## config.mk

```make
export PLATFORM = sky130hd
export DESIGN_NAME = multicycle_control_unit
export DESIGN_NICKNAME = d
export VERILOG_FILES = /design/src/rtl/multicycle_control_unit.sv
export SDC_FILE = /design/constraint.sdc
export NUM_CORES = 1
export LEC_CHECK = 0
export CORE_MARGIN = 2
export CORE_UTILIZATION = 25
export CTS_CLUSTER_DIAMETER = 100
export CTS_CLUSTER_SIZE = 14
export DETAILED_ROUTE_END_ITERATION = 8
export MAX_ROUTING_LAYER = met4
export PLACE_DENSITY = 0.56
export SLEW_MARGIN = 40
export SYNTH_ARGS = -nofsm -noshare
export SYNTH_HDL_FRONTEND = slang
export SYNTH_SLANG_ARGS = --single-unit
```

## constraint.sdc

```tcl
create_clock -name clock -period 5.7 [get_ports clock]
set_clock_uncertainty 0.1 [all_clocks]
set_input_delay 0.57 -clock clock [delete_from_list [all_inputs] [get_ports clock]]
set_output_delay 0.57 -clock clock [all_outputs]
set_load 0.02 [all_outputs]
```

## src/rtl/multicycle_control_unit.sv

```systemverilog
// Multicycle controller: walks one instruction at a time through IF/ID/EX/MEM/WB
// and drives stage enables, datapath selects and write strobes, all as registered outputs.
module multicycle_control_unit #(
   parameter int FUNC_W      = 5,
   parameter int CNT_W       = 16,
   parameter int MEM_TIMEOUT = 15
) (
   input  logic              clock,
   input  logic              reset_n,
   input  logic [1:0]        instr_type,
   input  logic [FUNC_W-1:0] func_code,
   input  logic              stop_bit,
   input  logic              flag_zero,
   input  logic              mem_ready,
   input  logic              halt,
   output logic              en_fetch,
   output logic              en_decode,
   output logic              en_execute,
   output logic [1:0]        sig_pc_src,
   output logic              sig_rb_src,
   output logic [1:0]        sig_alu_src,
   output logic [2:0]        sig_alu_op,
   output logic              sig_mem_read,
   output logic              sig_mem_write,
   output logic              sig_rf_write,
   output logic              sig_wb_sel,
   output logic              halted,
   output logic              error,
   output logic [CNT_W-1:0]  retired
);

   localparam int TW = $clog2(MEM_TIMEOUT + 1);

   localparam logic [1:0] T_R = 2'b00;
   localparam logic [1:0] T_S = 2'b01;
   localparam logic [1:0] T_I = 2'b10;
   localparam logic [1:0] T_J = 2'b11;

   typedef enum logic [2:0] {
      S_IF   = 3'd0,
      S_ID   = 3'd1,
      S_EX   = 3'd2,
      S_MEM  = 3'd3,
      S_WB   = 3'd4,
      S_HALT = 3'd5,
      S_ERR  = 3'd6
   } state_t;

   state_t            state;
   state_t            next_state;
   logic [1:0]        type_q;
   logic [FUNC_W-1:0] func_q;
   logic              stop_q;
   logic [TW-1:0]     wait_cnt;

   logic [1:0]        cur_type;
   logic [FUNC_W-1:0] cur_func;
   logic              cur_stop;
   logic is_and, is_sub, is_cmp, is_sll, is_slr, is_sllv, is_slrv;
   logic is_andi, is_lw, is_sw, is_beq, is_j, is_jal;
   logic [1:0]        alu_src_d;
   logic [2:0]        alu_op_d;
   logic [1:0]        pc_src_d;
   logic              completes;

   // The fields are only latched at the end of ID, so ID itself decodes the live inputs.
   always_comb begin
      cur_type = (state == S_ID) ? instr_type : type_q;
      cur_func = (state == S_ID) ? func_code  : func_q;
      cur_stop = (state == S_ID) ? stop_bit   : stop_q;

      is_and  = (cur_type == T_R) && (cur_func == FUNC_W'(0));
      is_sub  = (cur_type == T_R) && (cur_func == FUNC_W'(2));
      is_cmp  = (cur_type == T_R) && (cur_func == FUNC_W'(3));
      is_sll  = (cur_type == T_S) && (cur_func == FUNC_W'(0));
      is_slr  = (cur_type == T_S) && (cur_func == FUNC_W'(1));
      is_sllv = (cur_type == T_S) && (cur_func == FUNC_W'(2));
      is_slrv = (cur_type == T_S) && (cur_func == FUNC_W'(3));
      is_andi = (cur_type == T_I) && (cur_func == FUNC_W'(0));
      is_lw   = (cur_type == T_I) && (cur_func == FUNC_W'(2));
      is_sw   = (cur_type == T_I) && (cur_func == FUNC_W'(3));
      is_beq  = (cur_type == T_I) && (cur_func == FUNC_W'(4));
      is_j    = (cur_type == T_J) && (cur_func == FUNC_W'(0));
      is_jal  = (cur_type == T_J) && (cur_func == FUNC_W'(1));

      alu_src_d = 2'd0;
      if (is_sll || is_slr) begin
         alu_src_d = 2'd3;
      end else if (cur_type == T_I) begin
         alu_src_d = is_andi ? 2'd1 : 2'd2;
      end

      alu_op_d = 3'd1;
      if (is_sll || is_sllv) begin
         alu_op_d = 3'd3;
      end else if (is_slr || is_slrv) begin
         alu_op_d = 3'd4;
      end else if (is_and || is_andi) begin
         alu_op_d = 3'd0;
      end else if (is_sub || is_cmp || is_beq) begin
         alu_op_d = 3'd2;
      end

      // A return marker overrides any jump; a taken branch can only complete from EX.
      pc_src_d = 2'd0;
      if (cur_stop) begin
         pc_src_d = 2'd3;
      end else if (cur_type == T_J) begin
         pc_src_d = 2'd2;
      end else if (is_beq && (state == S_EX) && flag_zero) begin
         pc_src_d = 2'd1;
      end
   end

   always_comb begin
      next_state = state;
      case (state)
         S_IF:   next_state = halt ? S_HALT : S_ID;
         S_ID:   next_state = is_j ? S_IF : S_EX;
         S_EX: begin
            if (is_lw || is_sw || is_jal) begin
               next_state = S_MEM;
            end else if (is_beq || is_cmp) begin
               next_state = S_IF;
            end else begin
               next_state = S_WB;
            end
         end
         // A late mem_ready on the final allowed cycle still wins over the timeout.
         S_MEM: begin
            if (mem_ready) begin
               next_state = is_lw ? S_WB : S_IF;
            end else if (wait_cnt == TW'(MEM_TIMEOUT - 1)) begin
               next_state = S_ERR;
            end
         end
         S_WB:   next_state = S_IF;
         S_HALT: next_state = halt ? S_HALT : S_IF;
         S_ERR:  next_state = S_ERR;
         default: next_state = S_IF;
      endcase
      completes = (next_state == S_IF) &&
                  ((state == S_ID) || (state == S_EX) || (state == S_MEM) || (state == S_WB));
   end

   always_ff @(posedge clock) begin
      if (!reset_n) begin
         state <= S_IF;
      end else begin
         state <= next_state;
      end
   end

   // Outputs are loaded from the next state so they line up with the state register.
   always_ff @(posedge clock) begin
      if (!reset_n) begin
         type_q        <= 2'd0;
         func_q        <= '0;
         stop_q        <= 1'b0;
         wait_cnt      <= '0;
         en_fetch      <= 1'b1;
         en_decode     <= 1'b0;
         en_execute    <= 1'b0;
         sig_pc_src    <= 2'd0;
         sig_rb_src    <= 1'b0;
         sig_alu_src   <= 2'd0;
         sig_alu_op    <= 3'd0;
         sig_mem_read  <= 1'b0;
         sig_mem_write <= 1'b0;
         sig_rf_write  <= 1'b0;
         sig_wb_sel    <= 1'b0;
         halted        <= 1'b0;
         error         <= 1'b0;
         retired       <= '0;
      end else begin
         if (state == S_ID) begin
            type_q <= instr_type;
            func_q <= func_code;
            stop_q <= stop_bit;
         end
         wait_cnt <= ((state == S_MEM) && (next_state == S_MEM)) ? wait_cnt + TW'(1) : '0;

         en_fetch   <= (next_state == S_IF);
         en_decode  <= (next_state == S_ID);
         en_execute <= (next_state == S_EX);

         if ((state == S_IF) && (next_state == S_ID)) begin
            sig_rb_src <= (instr_type == T_I);
         end
         if ((state == S_ID) && (next_state == S_EX)) begin
            sig_alu_src <= alu_src_d;
            sig_alu_op  <= alu_op_d;
         end
         if (completes) begin
            sig_pc_src <= pc_src_d;
            retired    <= retired + CNT_W'(1);
         end

         sig_mem_read  <= (next_state == S_MEM) && is_lw;
         sig_mem_write <= (next_state == S_MEM) && is_sw;
         sig_rf_write  <= (next_state == S_WB);
         sig_wb_sel    <= (next_state == S_WB) && is_lw;
         halted        <= (next_state == S_HALT);
         if (next_state == S_ERR) begin
            error <= 1'b1;
         end
      end
   end

endmodule

```

## Word level (Yosys, flattened, before mapping)

Cells that the tools add are included.

- Register bits: 48
- Word-level logic and storage cells: 103

- Add/sub/neg operators: 2
- Eq/ne operators: 21
- Muxes and demuxes: 22
- Reduce and logical (&&, ||, !) cells: 39

Operator list:

| operator | count |
|---|---|
| two-way mux 3 bit | 9 |
| logical AND 1 bit | 22 |
| == test 3 bit (second input constant) | 6 |
| two-way mux 2 bit | 9 |
| case mux 3 bit (6 select lines) | 1 |
| adder 16 x 1 -> 16 bit (second input constant) | 1 |
| == test 3 x 2 -> 1 bit (second input constant) | 4 |
| logical OR 1 bit | 12 |
| == test 5 x 2 -> 1 bit (second input constant) | 2 |
| == test 2 bit (second input constant) | 3 |
| == test 3 x 1 -> 1 bit (second input constant) | 2 |
| logical NOT 3 bit | 2 |
| == test 5 x 1 -> 1 bit (second input constant) | 1 |
| == test 5 x 3 -> 1 bit (second input constant) | 1 |
| logical NOT 5 bit | 1 |
| two-way mux 5 bit | 1 |
| adder 4 x 1 -> 4 bit (second input constant) | 1 |
| == test 4 bit (second input constant) | 1 |
| == test 2 x 1 -> 1 bit (second input constant) | 1 |
| logical NOT 2 bit | 1 |
| two-way mux 1 bit | 2 |
| AND reduction 2 bit | 1 |

## Logic depth before layout (Yosys ltp)

Gate-level depths: netlist of run 1.

- Depth in word-level cells: 11
- Gate-level depth with buffers: 9
- Gate-level depth less buffers: 8

## Worst setup path after synthesis of run 1

No wires, ideal clock.

- Path kind: input port to flip-flop
- From: input func_code[4]
- To: register retired[11]
- Library setup time: 0.072 ns
- Arrival time: 2.368 ns
- Required time: 5.528 ns
- Slack: 3.160 ns
- Stages: 7
- Path buffers: 1
- Cells stage by stage: or4_4 -> o31a_1 -> a21oi_4 -> nand3_4 -> buf_6 -> nor4_2 -> mux2i_1

- Longest elaborated chain between the ends: 9
- Elaborated cells on any way between the ends: 23
- Those cells by class: eq/ne (4); mux (7); reduce/logical (12)

RTL lines:

| what | line | text |
|---|---|---|
| start: declaration | 11 | `input logic [FUNC_W-1:0] func_code,` |
| two-way mux 5 bit (*) | n/a |  |
| == test 5 x 3 -> 1 bit (tied with other cells) | 82 | `is_beq = (cur_type == T_I) && (cur_func == FUNC_W'(4));` |
| logical AND 1 bit, on equally long branches | n/a |  |
| logical OR 1 bit, on equally long branches | 123, 121 |  |
| two-way mux 3 bit or logical OR 1 bit (tied branches) | 123, 121 |  |
| two-way mux 3 bit | 121 | `if (is_lw \|\| is_sw \|\| is_jal) begin` |
| case mux 3 bit (6 select lines) (*) | 117 | `case (state)` |
| logical NOT 3 bit (*) | 142 | `completes = (next_state == S_IF) &&` |
| logical AND 1 bit (*) | 142 |  |
| end signal: assignment | 196 | `retired <= retired + CNT_W'(1);` |
| end: declaration | 29 | `output logic [CNT_W-1:0] retired` |

Mark *: on every way between the ends. The rest lies on a longest branch, timed or not.
A chain may end at the register's enable or synchronous reset.

## Worst setup path in the final report of run 1

- From: input func_code[4]
- To: register retired[1]

Same word-level chain as after synthesis.

==> metrics.md, run 1 <==
| Metric | Value |
|---|---|
| Slew Limit Fails | 0 |
| CP Buf/Inv Count | 1 |
| Cell Area, Synth | 2660 um2 |
| FMAX | 326 MHz |
| P&R area growth vs syn | 25.4% |
| Setup CP Type | input pin to flop |
| Most numerous cell in the Yosys netlist | nand2_1 |
| Gpl congestion | 0.844 |
| I/O Buffers | 45 |
| Final-stage net count | 364 |
| CP max FO | 18 |
| Yosys top cell area share | 36.2% |
| Area of the die | 11,500 um2 |
| Non-filler instance count after layout | 485 |
| Clk root buf | clkbuf_8 |
| Worst vdd ir | 0.000147 V |
| Slew HR | 53.9% |
| Vias | 2,365 |
| Top FF cell, synth | dfxtp_1 |
| FILL cells | 1,081 |
| DR pass1 iterations | 4 |
| Antenna violations before repair | 0 |
| Share of cells above drive strength 1 | 8.60% |
| Core area | 10,300 um2 |
| Crit-path slowest cell | or4_4 |
| Hold_ws | 0.360 ns |
| Synth area leader | dfxtp_1 |
| ANT nets after route | 0 |
| Slew @ Worst Pin | 0.691 ns |
| Worst path max stage delay | 0.59 ns |
| Top cells by area, synth | dfxtp_1, mux2i_1, nand2_1 |
| Worst min-delay path category | flop to flop |
| Mean post-synth cell area | 8.48 um2 |
| GRT Total Usage | 12.5% |
| Number of enable flip-flop cells after synthesis | 0 |
| Clock sink total | 48 |
| Post-CTS sizing | 0 |
| Clk_lat worst skew | 0.31 ns |
| CP arrival | 3.21 ns |
| Outcome | finished, final reports clean |
| Routed len/inst | 13.9 um |
| RSZ-0062 raised after global routing | no |
| Post-synthesis instance total | 313 |
| Synth cell types | 55 |
| Drt via density | 4.88 |
| Leak | 0.00107 uW |
| Hold Violations, Final | 0 |
| Syn Nets | 329 |
| Maximum root-to-sink buffer count | 2 |
| Setup TNS | 0 ns |
| H-tree depth | 2 |
| Final Critical Period | 3.07 ns |
| Starting DRT DRC Count | 87 |
| CP cell instances | clkdlybuf4s50_1, or4_4, o31a_1, a21oi_4, nand3_4, nor4_4, mux2i_1 |
| Post-Route WL | 6720 um |
| Largest net degree at the start of global routing | 44 |
| Number of global-route vias before repair | 2,274 |
| Core Rows | 37 |
| CP top delay family | simple AND/OR/NAND/NOR gates |
| First-pass GRT wire length | 11,200 um |
| GR Overflow Total | 0 |
| Reg clk slew, reported paths | 0.09 ns |
| Yosys warns | 0 |
| TritonCTS Buffers | 5 |
| Power Dens Cells | 303 nW/um2 |
| Cts hold-fix bufs | 0 |
| Starting Density | 25.7% |
| Synth cell count leaders | nand2_1, dfxtp_1, mux2i_1 |
| Post-DP HPWL | 4890 um |
| Die Wd | 107 um |
| DRC | 0 |
| CTS tree | built |
| N_diodes | 0 |
| Dpl cell area | 3210 um2 |
| # IOs | 46 |
| Max-cap viol count | 0 |
| Post-CTS Setup Inserts | 0 |
| Final Cycle Share | 53.8% |
| Placed Cells | 477 |
| Die Y | 107 um |
| Seq/Total Area, Yosys | 36.2% |
| Post-synth ARST share | 0% |
| Crit end category | flop |
| Post-synthesis register bit count | 48 |
| Critical Path Source Type | input pin |
| Final setup viols | 0 |
| Design area | 3330 um2 |
| Req. time, crit path | 5.84 ns |
-- tightest hold or removal path, delay by kind of cell (launching register included) --
family          cells  cell delay, ns
flops               1            0.32
compound gates      1            0.05
simple gates        1            0.05
-- layer usage --
layer | vias to the layer above | routed length [um] | GRT usage (%)
met2 | 45 | 3190 | 19.8
met3 | 8 | 304 | 2.43
met1 | 1110 | 3170 | 16.5
met5 | - | 0 | -
met4 | 0 | 59 | 2.88
li1 | 1202 | - | -
-- state kept, by name, summed over array words and instances (netlist names), 2 cells and up --
name         count
retired         16
func_q           5
wait_cnt         4
sig_alu_op       3
state            3
sig_alu_src      2
sig_pc_src       2
type_q           2
-- logic make-up (layout without fill, tap and decap cells) --
logic type | Yosys count | after routing | share of synthesized area [%]
adders and majority gates | 3 | 3 | 1.41
AOI/OAI and AO/OA | 47 | 47 | 12.7
buffers and inverters | 24 | 60 | 4.24
DFF | 48 | 48 | 36.2
and+or+nand+nor | 168 | 168 | 36.9
xor gates and xnor gates | 2 | 2 | 0.660
muxes | 21 | 21 | 7.92
-- power breakdown --
part | leakage, uW | switching [uW] | internal [uW]
clock | 0.0000548 | 127 | 132
combinational | 0.000626 | 209 | 131
sequential | 0.000390 | 40.4 | 368
-- cell usage in the layout (no fill, tap or decap), drive strengths merged, types with 4 or more instances in the layout --
master / instances
nand2: 51
dfxtp: 48
clkdlybuf4s50: 45
mux2i: 21
a21oi: 17
nor2: 16
nand2b: 16
nor3: 15
nand3: 14
nor4: 14
nor2b: 7
and3: 7
nand4: 6
nor4b: 5
clkbuf: 5
inv: 5
o31ai: 4
-- final cells by class --
class | count | area (um2) | share of cell area (%)
clock buffers | 5 | 68.8 | 2.07
clock inverters | 3 | 46.3 | 1.39
inverters | 5 | 18.8 | 0.564
multi-input cells | 241 | 1600 | 48.0
flip-flops and latches | 48 | 961 | 28.9
well taps | 136 | 170 | 5.11
repair buffers | 47 | 465 | 14.0
-- per-stage QoR --
stage          utilization [%]  setup slack [ns]  total power (uW)
2_1_floorplan                -              3.16               659
3_3_place_gp              31.0              2.37               754
3_5_place_dp              31.1              2.33               758
4_1_cts                   32.2              2.49              1020
5_1_grt                   32.2              2.39              1070
6_report                  32.2              2.63              1010
-- worst paths after layout --
check | from | end | slack, ns | cells after the start
min | sig_alu_op[0] | sig_alu_op[0] | 0.36 | 2
max reg2reg | state[0] | retired[1] | 2.65 | 6
max | func_code[4] | retired[1] | 2.63 | 7
min reg2reg | sig_alu_op[0] | sig_alu_op[0] | 0.36 | 2
No activity file was read; power rests on OpenSTA's default activity.
==> inputs of run 2 (changes only) <==
--- a/config.mk
+++ b/config.mk
@@ -11,7 +11,7 @@
 export CTS_CLUSTER_SIZE = 14
 export DETAILED_ROUTE_END_ITERATION = 8
 export MAX_ROUTING_LAYER = met4
-export PLACE_DENSITY = 0.56
+export PLACE_DENSITY = 0.57
 export SLEW_MARGIN = 40
 export SYNTH_ARGS = -nofsm -noshare
 export SYNTH_HDL_FRONTEND = slang
==> constraint.sdc (replaced) <==
create_clock -name clock -period 2.5 [get_ports clock]
set_clock_uncertainty 0.1 [all_clocks]
set_input_delay 0.25 -clock clock [delete_from_list [all_inputs] [get_ports clock]]
set_output_delay 0.25 -clock clock [all_outputs]
set_load 0.02 [all_outputs]
==> metrics.md, run 2 (same netlist as run 1, synthesis figures left out) <==
| Metric | Value |
|---|---|
| Outcome | finished, final reports clean |
| H-tree depth | 2 (unchanged) |
| # IOs | 46 (unchanged) |
| Vias | 2,486 (+5.1%) |
| Clk root buf | clkbuf_8 |
| Slew @ Worst Pin | 0.454 ns (-0.238 ns) |
| Final Cycle Share | 98.1% |
| DR pass1 iterations | 4 (unchanged) |
| Gpl congestion | 0.828 (-1.9%) |
| Reg clk slew, reported paths | 0.10 ns (about the same) |
| Maximum root-to-sink buffer count | 2 (unchanged) |
| N_diodes | 0 (unchanged) |
| RSZ-0062 raised after global routing | yes |
| CTS tree | built |
| CP top delay family | simple AND/OR/NAND/NOR gates |
| Dpl cell area | 3460 um2 (+7.6%) |
| Antenna violations before repair | 0 (unchanged) |
| Setup CP Type | flop to flop |
| Core area | 10,300 um2 (unchanged) |
| Number of global-route vias before repair | 2,327 (+2.3%) |
| Die Y | 107 um (unchanged) |
| Largest net degree at the start of global routing | 43 (-2.3%) |
| Starting Density | 25.7% (unchanged) |
| Max-cap viol count | 0 (unchanged) |
| DRC | 0 (unchanged) |
| Tot Pwr | 2520 uW (+150%) |
| Most frequent cells in the layout | nand2_1, dfxtp_1, clkdlybuf4s50_1 |
| Setup TNS | 0 ns (unchanged) |
| Starting DRT DRC Count | 141 (+62%) |
| CP cell instances | buf_4, or3b_2, o22ai_1, a21boi_1, o31ai_1, nand4_1, nor3_1 |
| Post-DP HPWL | 5100 um (+4.4%) |
| FILL cells | 1,058 (-2.1%) |
| I/O Buffers | 45 (unchanged) |
| Clk_lat worst skew | 0.31 ns (about the same) |
| Slew HR | 69.4% (+15 points) |
| Final setup viols | 0 (unchanged) |
| Reg with most FFs | retired |
| Area of the multi-input gates | 1650 um2 (+3.2%) |
| Worst path max stage delay | 0.48 ns (-0.11 ns) |
| Largest register FFs | 16 (unchanged) |
| CP max FO | 13 (-5) |
| Crit end category | flop |
| CP arrival | 2.57 ns (-0.64 ns) |
| Slew Limit Fails | 0 (unchanged) |
| Hold Violations, Final | 0 (unchanged) |
| Final Critical Period | 2.45 ns |
| CP Buf/Inv Count | 1 (unchanged) |
| Clock sink total | 48 (unchanged) |
| First-pass GRT wire length | 11,500 um (+2.5%) |
| Worst vdd ir | 0.000241 V (+64%) |
| Leak | 0.00126 uW (+17%) |
| Area of the die | 11,500 um2 (unchanged) |
| GR Overflow Total | 0 (unchanged) |
| GRT Total Usage | 12.8% (+0.31 points) |
| FMAX | 408 MHz |
| Worst min-delay path category | flop to flop |
| Crit-path slowest cell | or3b_2 |
| Share of cells above drive strength 1 | 17.3% (+8.7 points) |
| Commonest non-fill, non-tap cell in the layout | nand2_1 |
| P&R area growth vs syn | 37.8% |
| TritonCTS Buffers | 5 (unchanged) |
| Req. time, crit path | 2.61 ns (-3.23 ns) |
| Drt via density | 4.80 (-1.6%) |
| Design area | 3660 um2 (+9.9%) |
| Largest regs | retired (16), func_q (5), wait_cnt (4) |
| Storage cell area | 961 um2 (unchanged) |
| Final-stage net count | 397 (+9.1%) |
| Power Dens Cells | 689 nW/um2 (+130%) |
| Routed len/inst | 13.8 um (-0.35%) |
| Post-place setup slack | -0.316 ns (-2.65 ns) |
| Post-Route WL | 7150 um (+6.4%) |
| Critical Path Source Type | flop |
| Die Wd | 107 um (unchanged) |
| Hold_ws | 0.363 ns (+0.00253 ns) |
| Fin worst setup slack | 0.0478 ns (-2.58 ns) |
| Core Rows | 37 (unchanged) |
| ANT nets after route | 0 (unchanged) |
-- run 2: changes by cell type in the layout (fill, tap and decap cells not counted), sizes merged --
cell / before / now
buf: 2 / 34
inv: 5 / 4
clkinvlp: 1 / 0
clkinv: 1 / 3
nand3: 14 / 15
-- run 2: worst paths after layout --
| kind | to | slack [ns] | from | cells past startpoint |
|---|---|---|---|---|
| hold reg to reg | sig_alu_op[0] | 0.36 | sig_alu_op[0] | 2 |
| setup reg to reg | sig_mem_write | 0.05 | state[1] | 7 |
| hold / removal | sig_alu_op[0] | 0.36 | sig_alu_op[0] | 2 |
| setup / recovery | sig_mem_write | 0.05 | state[1] | 7 |
-- run 2: area by class of cell --
cell class | instances | share of cell area, %
multi-input combinational | 242 | 45.1
sequential | 48 | 26.3
timing repair buffer | 79 | 20.3
tap | 136 | 4.65
clock buffer | 5 | 1.88
clock inverter | 3 | 1.30
inverter | 5 | 0.513
-- run 2: routing by layer --
layer	routed length (um)	GRT usage, %
met5	0	-
met1	3490	17.4
met4	46	3.15
met2	3290	19.8
met3	323	2.13
-- run 2: power by group --
group | leakage, uW | internal [uW] | switching [uW] | total [uW]
Clock | 0.0000583 | 302 | 291 | 592
Combinational | 0.000809 | 448 | 586 | 1030
Sequential | 0.000390 | 839 | 55.9 | 895
-- run 2: per-stage QoR --
stage                     utilization, %  std cells
final                               35.4        518
after global routing                35.4        518
after CTS                           34.6        514
after detailed placement            33.5        506
after global placement              33.5        506
after floorplan                        -        313
-- run 2: tightest hold or removal path: stages (launching register included) --
cell and delay, ns:
dfxtp_1 0.32, nand2_1 0.05, a21oi_1 0.05
-- run 2: what timing repair did --
action / in CTS / in global routing
setup buffers: 0 / 3
setup endpoints to repair: 0 / 13
resized for setup: 0 / 9
hold buffers: 0 / 0
